$ cat config.mk
export PLATFORM = sky130hd
export DESIGN_NAME = bcd_seq_converter
export DESIGN_NICKNAME = d
export VERILOG_FILES = /design/src/rtl/bcd_seq_converter.sv
export SDC_FILE = /design/constraint.sdc
export NUM_CORES = 1
export LEC_CHECK = 0
export CAP_MARGIN = 20
export CELL_PAD_IN_SITES_DETAIL_PLACEMENT = 1
export CELL_PAD_IN_SITES_GLOBAL_PLACEMENT = 1
export CORE_MARGIN = 8
export CORE_UTILIZATION = 39
export DETAILED_ROUTE_END_ITERATION = 7
export PLACE_DENSITY_LB_ADDON = 0.1
export SYNTH_ARGS = -nofsm -noshare
export SYNTH_HDL_FRONTEND = slang
export SYNTH_SLANG_ARGS = --single-unit
$ cat constraint.sdc
create_clock -name clk -period 1.7 [get_ports clk]
set_input_delay 0.34 -clock clk [delete_from_list [all_inputs] [get_ports clk]]
set_output_delay 0.34 -clock clk [all_outputs]
set_load 0.05 [all_outputs]
$ cat src/rtl/bcd_seq_converter.sv
// Sequential double-dabble binary-to-BCD converter, one input bit per clock.
// Optional leading-zero blanking output under `BCD_LEADING_ZERO_BLANK_EN.
module bcd_seq_converter #(
   parameter int WIDTH  = 8,
   parameter int DIGITS = 3
) (
   input  logic                  clk,
   input  logic                  reset,
   input  logic [WIDTH-1:0]      in_bin,
   input  logic                  in_valid,
   output logic                  in_ready,
   output logic [4*DIGITS-1:0]   bcd,
   output logic                  overflow,
   output logic                  out_valid,
   input  logic                  out_ready
`ifdef BCD_LEADING_ZERO_BLANK_EN
   ,
   output logic [DIGITS-1:0]     blank_n
`endif
);

   localparam int CW = $clog2(WIDTH + 1);

   typedef enum logic [1:0] {
      IDLE,
      SHIFT,
      DONE
   } state_t;

   state_t              state;
   state_t              next_state;
   logic [WIDTH-1:0]    bin_sr;
   logic [4*DIGITS-1:0] acc;
   logic [4*DIGITS-1:0] adj;
   logic [CW-1:0]       cnt;
   logic                ovf;
   logic                load;
   logic                shift_en;

   always_ff @(posedge clk or posedge reset) begin
      if (reset) begin
         state <= IDLE;
      end else begin
         state <= next_state;
      end
   end

   always_comb begin
      next_state = state;
      load       = 1'b0;
      shift_en   = 1'b0;
      in_ready   = 1'b0;
      out_valid  = 1'b0;
      case (state)
         IDLE: begin
            in_ready = 1'b1;
            if (in_valid) begin
               load       = 1'b1;
               next_state = SHIFT;
            end
         end
         SHIFT: begin
            shift_en = 1'b1;
            if (cnt == CW'(1)) begin
               next_state = DONE;
            end
         end
         DONE: begin
            out_valid = 1'b1;
            if (out_ready) begin
               next_state = IDLE;
            end
         end
         default: next_state = IDLE;
      endcase
   end

   // Add-3 correction per digit; the 4-bit add keeps any carry inside its digit.
   always_comb begin
      adj = acc;
      for (int unsigned d = 0; d < DIGITS; d++) begin
         if (acc[4*d +: 4] >= 4'd5) begin
            adj[4*d +: 4] = acc[4*d +: 4] + 4'd3;
         end
      end
   end

   always_ff @(posedge clk or posedge reset) begin
      if (reset) begin
         bin_sr <= '0;
         acc    <= '0;
         cnt    <= '0;
         ovf    <= 1'b0;
      end else if (load) begin
         bin_sr <= in_bin;
         acc    <= '0;
         cnt    <= CW'(WIDTH);
         ovf    <= 1'b0;
      end else if (shift_en) begin
         bin_sr <= bin_sr << 1;
         acc    <= {adj[4*DIGITS-2:0], bin_sr[WIDTH-1]};
         cnt    <= cnt - CW'(1);
         if (adj[4*DIGITS-1]) begin
            ovf <= 1'b1;
         end
      end
   end

   assign bcd      = acc;
   assign overflow = ovf;

`ifdef BCD_LEADING_ZERO_BLANK_EN
   // Scan from the top digit down; a digit is shown once any digit at or above it is nonzero.
   logic seen_nz;
   always_comb begin
      blank_n = '0;
      seen_nz = 1'b0;
      for (int unsigned j = 0; j < DIGITS - 1; j++) begin
         seen_nz = seen_nz | (|acc[4*(DIGITS-1-j) +: 4]);
         blank_n[DIGITS-1-j] = seen_nz;
      end
      blank_n[0] = 1'b1;
   end
`endif

endmodule

Word-level counts from Yosys, hierarchy flattened

Cells that the tools add are included.

Register bits after elaboration: 27
Input port bits: 12
Output and inout port bits: 15
Word-level logic and storage cells: 44

Mux-type cells: 21
Equal/unequal tests: 6
$add $sub $neg: 4
Reductions and logical operators: 5
Order comparisons: 3

Operators by type and width:

| cell                | count |
|---|---|
| $mux 12             | 2 |
| $mux 4              | 5 |
| $mux 8              | 2 |
| $add 4x2->4 const B | 3 |
| $ge 4x3->1 const B  | 3 |
| $mux 1              | 8 |
| $mux 2              | 3 |
| $ne 2x2->1 const B  | 3 |
| $pmux 2 s3          | 1 |
| $eq 4x1->1 const B  | 1 |
| $reduce_bool 2->1   | 2 |
| $sub 4x1->4 const B | 1 |
| $reduce_and 3->1    | 1 |
| $eq 2x1->1 const B  | 1 |
| $eq 2x2->1 const B  | 1 |
| $logic_not 2->1     | 1 |
| $reduce_and 2->1    | 1 |

Logic depth before layout (Yosys ltp)

Depth in word-level cells: 5
Gate-level depth with buffers: 5

Worst setup path before layout

Ideal clock, no wire load.

Kind: register -> register
Start point: register acc[4] (netlist: bcd[4])
End point: register acc[8] (netlist: bcd[8])
Library setup time: 101 ps
Buffers on the path: 0
Cell stages (with the launch flop): 6
Slack: -17 ps
Arrival: 1616 ps
Cell sequence: dfrtp_1 inv_1 ha_1 nor2b_1 o21a_1 o32ai_1

Word-level cells in the longest chain between the ends: 4

RTL lines:

| what                                             | line   | text |
|---|---|---|
| start, declared                                  | 33     | `logic [4*DIGITS-1:0] acc;` |
| start signal, assigned                           | 101    | `acc <= {adj[4*DIGITS-2:0], bin_sr[WIDTH-1]};` |
| $add 4x2->4 / $ge 4x3->1 (equally long branches) | 83, 82 |  |
| $mux 4 (*)                                       | 82     | `if (acc[4*d +: 4] >= 4'd5) begin` |
| $mux 12 (*)                                      | 99     | `end else if (shift_en) begin` |
| $mux 12 (*)                                      | 94     | `end else if (load) begin` |

Every way passes the cells marked *; elsewhere a longest branch is shown, timed or not. The select of a mux whose other input is x is not followed.
A chain may end at the register's enable or synchronous reset.

Final worst setup path

Start point: register state[0]
End point: output out_valid

Word-level cells in the longest chain between the ends: 2

RTL lines:

| what                   | line | text |
|---|---|---|
| start, declared        | 30   | `state_t state;` |
| start signal, assigned | 44   | `state <= next_state;` |
| $eq 2x2->1             | 54   | `case (state)` |
| $mux 1                 | 54   |  |
| end, declared          | 14   | `output logic out_valid,` |

No other way between the ends.

==> out/summary.json <==
{
  "detailedRoute.firstIterationViolations": {"value": 31},
  "p_sw_share": {"value": 48.4, "unit": "%"},
  "timing.rr.end": {"value": "bcd[4]"},
  "layout-drive-gt1-share": {"value": 20.6, "unit": "%"},
  "flow.area_growth_from_synthesis": {"value": 26.0, "unit": "%"},
  "power.total": {"value": 4.00, "unit": "mW"},
  "synthMostInstantiatedCell": {"value": "dfrtp_1"},
  "switching_power": {"value": 1.94, "unit": "mW"},
  "instances_no_fill": {"value": 239},
  "timing.hold.worst.class": {"value": "primary input to async pin"},
  "detailedPlacementHpwl": {"value": 3190, "unit": "um"},
  "timing.final.setup_violations": {"value": 0},
  "power.clock.fraction": {"value": 9.7, "unit": "%"},
  "syn_area_per_cell": {"value": 9.81, "unit": "um2"},
  "route.vias.total": {"value": 1308},
  "ios": {"value": 27},
  "core.rowCount": {"value": 23},
  "place.gp.congestion": {"value": 0.768},
  "crit-reg2reg-launch": {"value": "bcd[0]"},
  "grt_pass1_wl": {"value": 7160, "unit": "um"},
  "synth_top_cells_by_count": {"value": "dfrtp_1, inv_1, nand2_1"},
  "total_die_area": {"value": 6220, "unit": "um2"},
  "global_route.usage.total": {"value": 14.1, "unit": "%"},
  "power.sequential.fraction": {"value": 30.9, "unit": "%"},
  "rsz0062_at_grt": {"value": "no"},
  "finalCriticalPeriod": {"value": 1600, "unit": "ps"},
  "synth.ff_latch_count": {"value": 27},
  "numCtsBuffers": {"value": 3},
  "clkSlewWorstSetupHoldPaths": {"value": 100, "unit": "ps"},
  "cts-htree-levels": {"value": 1},
  "power.ir.vdd_worst": {"value": 1.08, "unit": "mV"},
  "dieHeight": {"value": 78.8, "unit": "um"},
  "post_synth_inst_count": {"value": 157},
  "synth-seq-area-share": {"value": 43.9, "unit": "%"},
  "fin_area": {"value": 1940, "unit": "um2"},
  "cts_max_path_buffers": {"value": 2},
  "antenna_found_initial": {"value": 0},
  "final_core_occ": {"value": 49.6, "unit": "%"},
  "floorplan.initialDensity": {"value": 39.4, "unit": "%"},
  "maxClockFrequency": {"value": 0.626, "unit": "GHz"},
  "route.detailed.drc": {"value": 0},
  "detail_route.first_pass.iterations": {"value": 4},
  "intPower": {"value": 2.07, "unit": "mW"},
  "worst_clock_skew": {"value": 2.40, "unit": "ps"},
  "synth_ff_type": {"value": "dfrtp_1"},
  "first_global_vias": {"value": 1450},
  "worstMarginPinSlew": {"value": 398, "unit": "ps"},
  "synthArstFlopShare": {"value": 100, "unit": "%"},
  "cts.repair_timing.setup_buffer_count": {"value": 0},
  "synth_top_area_cell": {"value": "dfrtp_1"},
  "headroom_to_the_max_slew_limit": {"value": 73.5, "unit": "%"},
  "syn-num-nets": {"value": 177},
  "worst-r2r-setup-slack": {"value": 170, "unit": "ps"},
  "portBuffers": {"value": 26},
  "worst-setup-path-type": {"value": "flip-flop to output pin"},
  "timing.hold.ws": {"value": 312, "unit": "ps"},
  "dp_worst_setup_slack": {"value": 134, "unit": "ps"},
  "worst_setup_start_kind": {"value": "flip-flop"},
  "wl_per_cell": {"value": 17.4, "unit": "um"},
  "p_leak": {"value": 0.854, "unit": "nW"},
  "worst-path-max-fanout": {"value": 15},
  "synth_enable_flop_cells": {"value": 0},
  "vias_per_cell": {"value": 5.47},
  "num-nets-final": {"value": 210},
  "pwr_dens": {"value": 2060, "unit": "nW/um2"},
  "cts_root_buffer": {"value": "clkbuf_8"},
  "cts_num_sinks": {"value": 27},
  "detail_route.wirelength": {"value": 4150, "unit": "um"},
  "setup_tns": {"value": 0, "unit": "ps"},
  "timing.reg2reg.worst_path_depth": {"value": 5},
  "grt_start_max_net_pins": {"value": 18},
  "grt-ovfl-total": {"value": 0},
  "max_cap_viol_count": {"value": 0},
  "crit_arrival": {"value": 1260, "unit": "ps"},
  "finalCritPeriodShare": {"value": 94.0, "unit": "%"},
  "setup.worst_path.end_class": {"value": "output pin"},
  "combinationalPowerShare": {"value": 59.4, "unit": "%"},
  "design.core.area": {"value": 3910, "unit": "um2"},
  "leading_cell_types_by_total_area_after_synthesis": {"value": "dfrtp_1, ha_1, o21ai_0, inv_1, nand2_1"},
  "placed_cell_area": {"value": 1890, "unit": "um2"},
  "netlist.area_leader.share": {"value": 43.9, "unit": "%"},
  "dp.cells": {"value": 235},
  "library_cells_used_by_synthesis": {"value": 34},
  "route.antenna.remaining_nets": {"value": 0},
  "die_x": {"value": 78.8, "unit": "um"},
  "run_status": {"value": "finished clean"},
  "syn_area": {"value": 1540, "unit": "um2"},
  "critPathRequiredTime": {"value": 1360, "unit": "ps"},
  "worstSkewPairLatency": {"value": 280, "unit": "ps"},
  "cts_tree": {"value": "done"},
  "antennaDiodeCount": {"value": 0},
  "hold_violations": {"value": 0},
  "yosysWarnings": {"value": 0},
  "drv_slew": {"value": 0},
  "post-route-worst-setup-slack": {"value": 101, "unit": "ps"}
}
per-layer routing:
metal	vias to the layer above	track usage, %	part of all wire [%]
met2	13	24.8	53
met3	4	1.92	1.5
met4	0	5.00	1.1
met5	-	0	0
li1	621	-	-
met1	670	17.2	44
state kept, by name, summed over array words and instances (netlist names):
| name | count |
|---|---|
| bcd | 12 |
| bin_sr | 8 |
| cnt | 4 |
| overflow | 1 |
| state | 2 |
kinds of logic after synthesis:
logic type               Yosys count  share of synthesized area, %
multiplexers                       2                          1.30
buffers and inverters             25                          8.37
adder cells (fa/ha/maj)            8                          6.50
flip-flops                        27                          43.9
AND/OR/NAND/NOR                   39                          12.6
XOR/XNOR                           3                          1.71
AO/OA/AOI/OAI                     53                          25.7
layout make-up:
type / instances / area, um2
Clock buffer: 4 / 45.0
Fill cell: 461 / 1970
Inverter: 17 / 63.8
Multi-Input combinational cell: 105 / 741
Sequential cell: 27 / 681
Tap cell: 50 / 62.6
Timing Repair Buffer: 36 / 348
how the worst max path moves through the flow:
| stage | startpoint | to | cells after the start |
|---|---|---|---|
| floorplan | bcd[1] | bcd[4] | 5 |
| detailed placement | in_valid | bcd[3] | 4 |
| global placement | in_valid | cnt[3] | 5 |
| finish | state[0] | out_valid | 4 |
| CTS | state[1] | out_valid | 3 |
| global route | state[0] | out_valid | 4 |
power groups by stage:
stage	combinational, mW	sequential (mW)	clock, mW
4_1_cts	2.40	1.24	0.400
3_5_place_dp	2.39	1.25	0
3_3_place_gp	2.30	1.23	0
5_1_grt	2.60	1.29	0.421
2_1_floorplan	1.29	1.59	0
6_report	2.38	1.24	0.387
critical path, cell delays in order (launching register included):
cell      delay [ps]
dfrtp_2          520
clkinv_1         130
nand2_1          100
inv_1             50
buf_4            180
layout by cell type (no fill, tap or decap), types with 4 or more instances in the layout:
master and n:
a31oi_1 7, nand2b_1 5, o2111ai_1 6, o21ai_0 14, and2_1 6, clkdlybuf4s50_1 11
nor2b_1 5, ha_1 8, buf_12 4, dfrtp_1 23, buf_4 21, nand2_1 16
dfrtp_2 4, inv_1 16, nor2_1 4, a32o_1 4
timing repair:
item | 4_1_cts | 5_1_grt
endpoints found under the setup margin | 1 | 2
hold buffers | 0 | 0
gates resized for setup | 1 | 2
gates cloned | 0 | 0
Note: power is estimated with default switching activity, not from simulation.
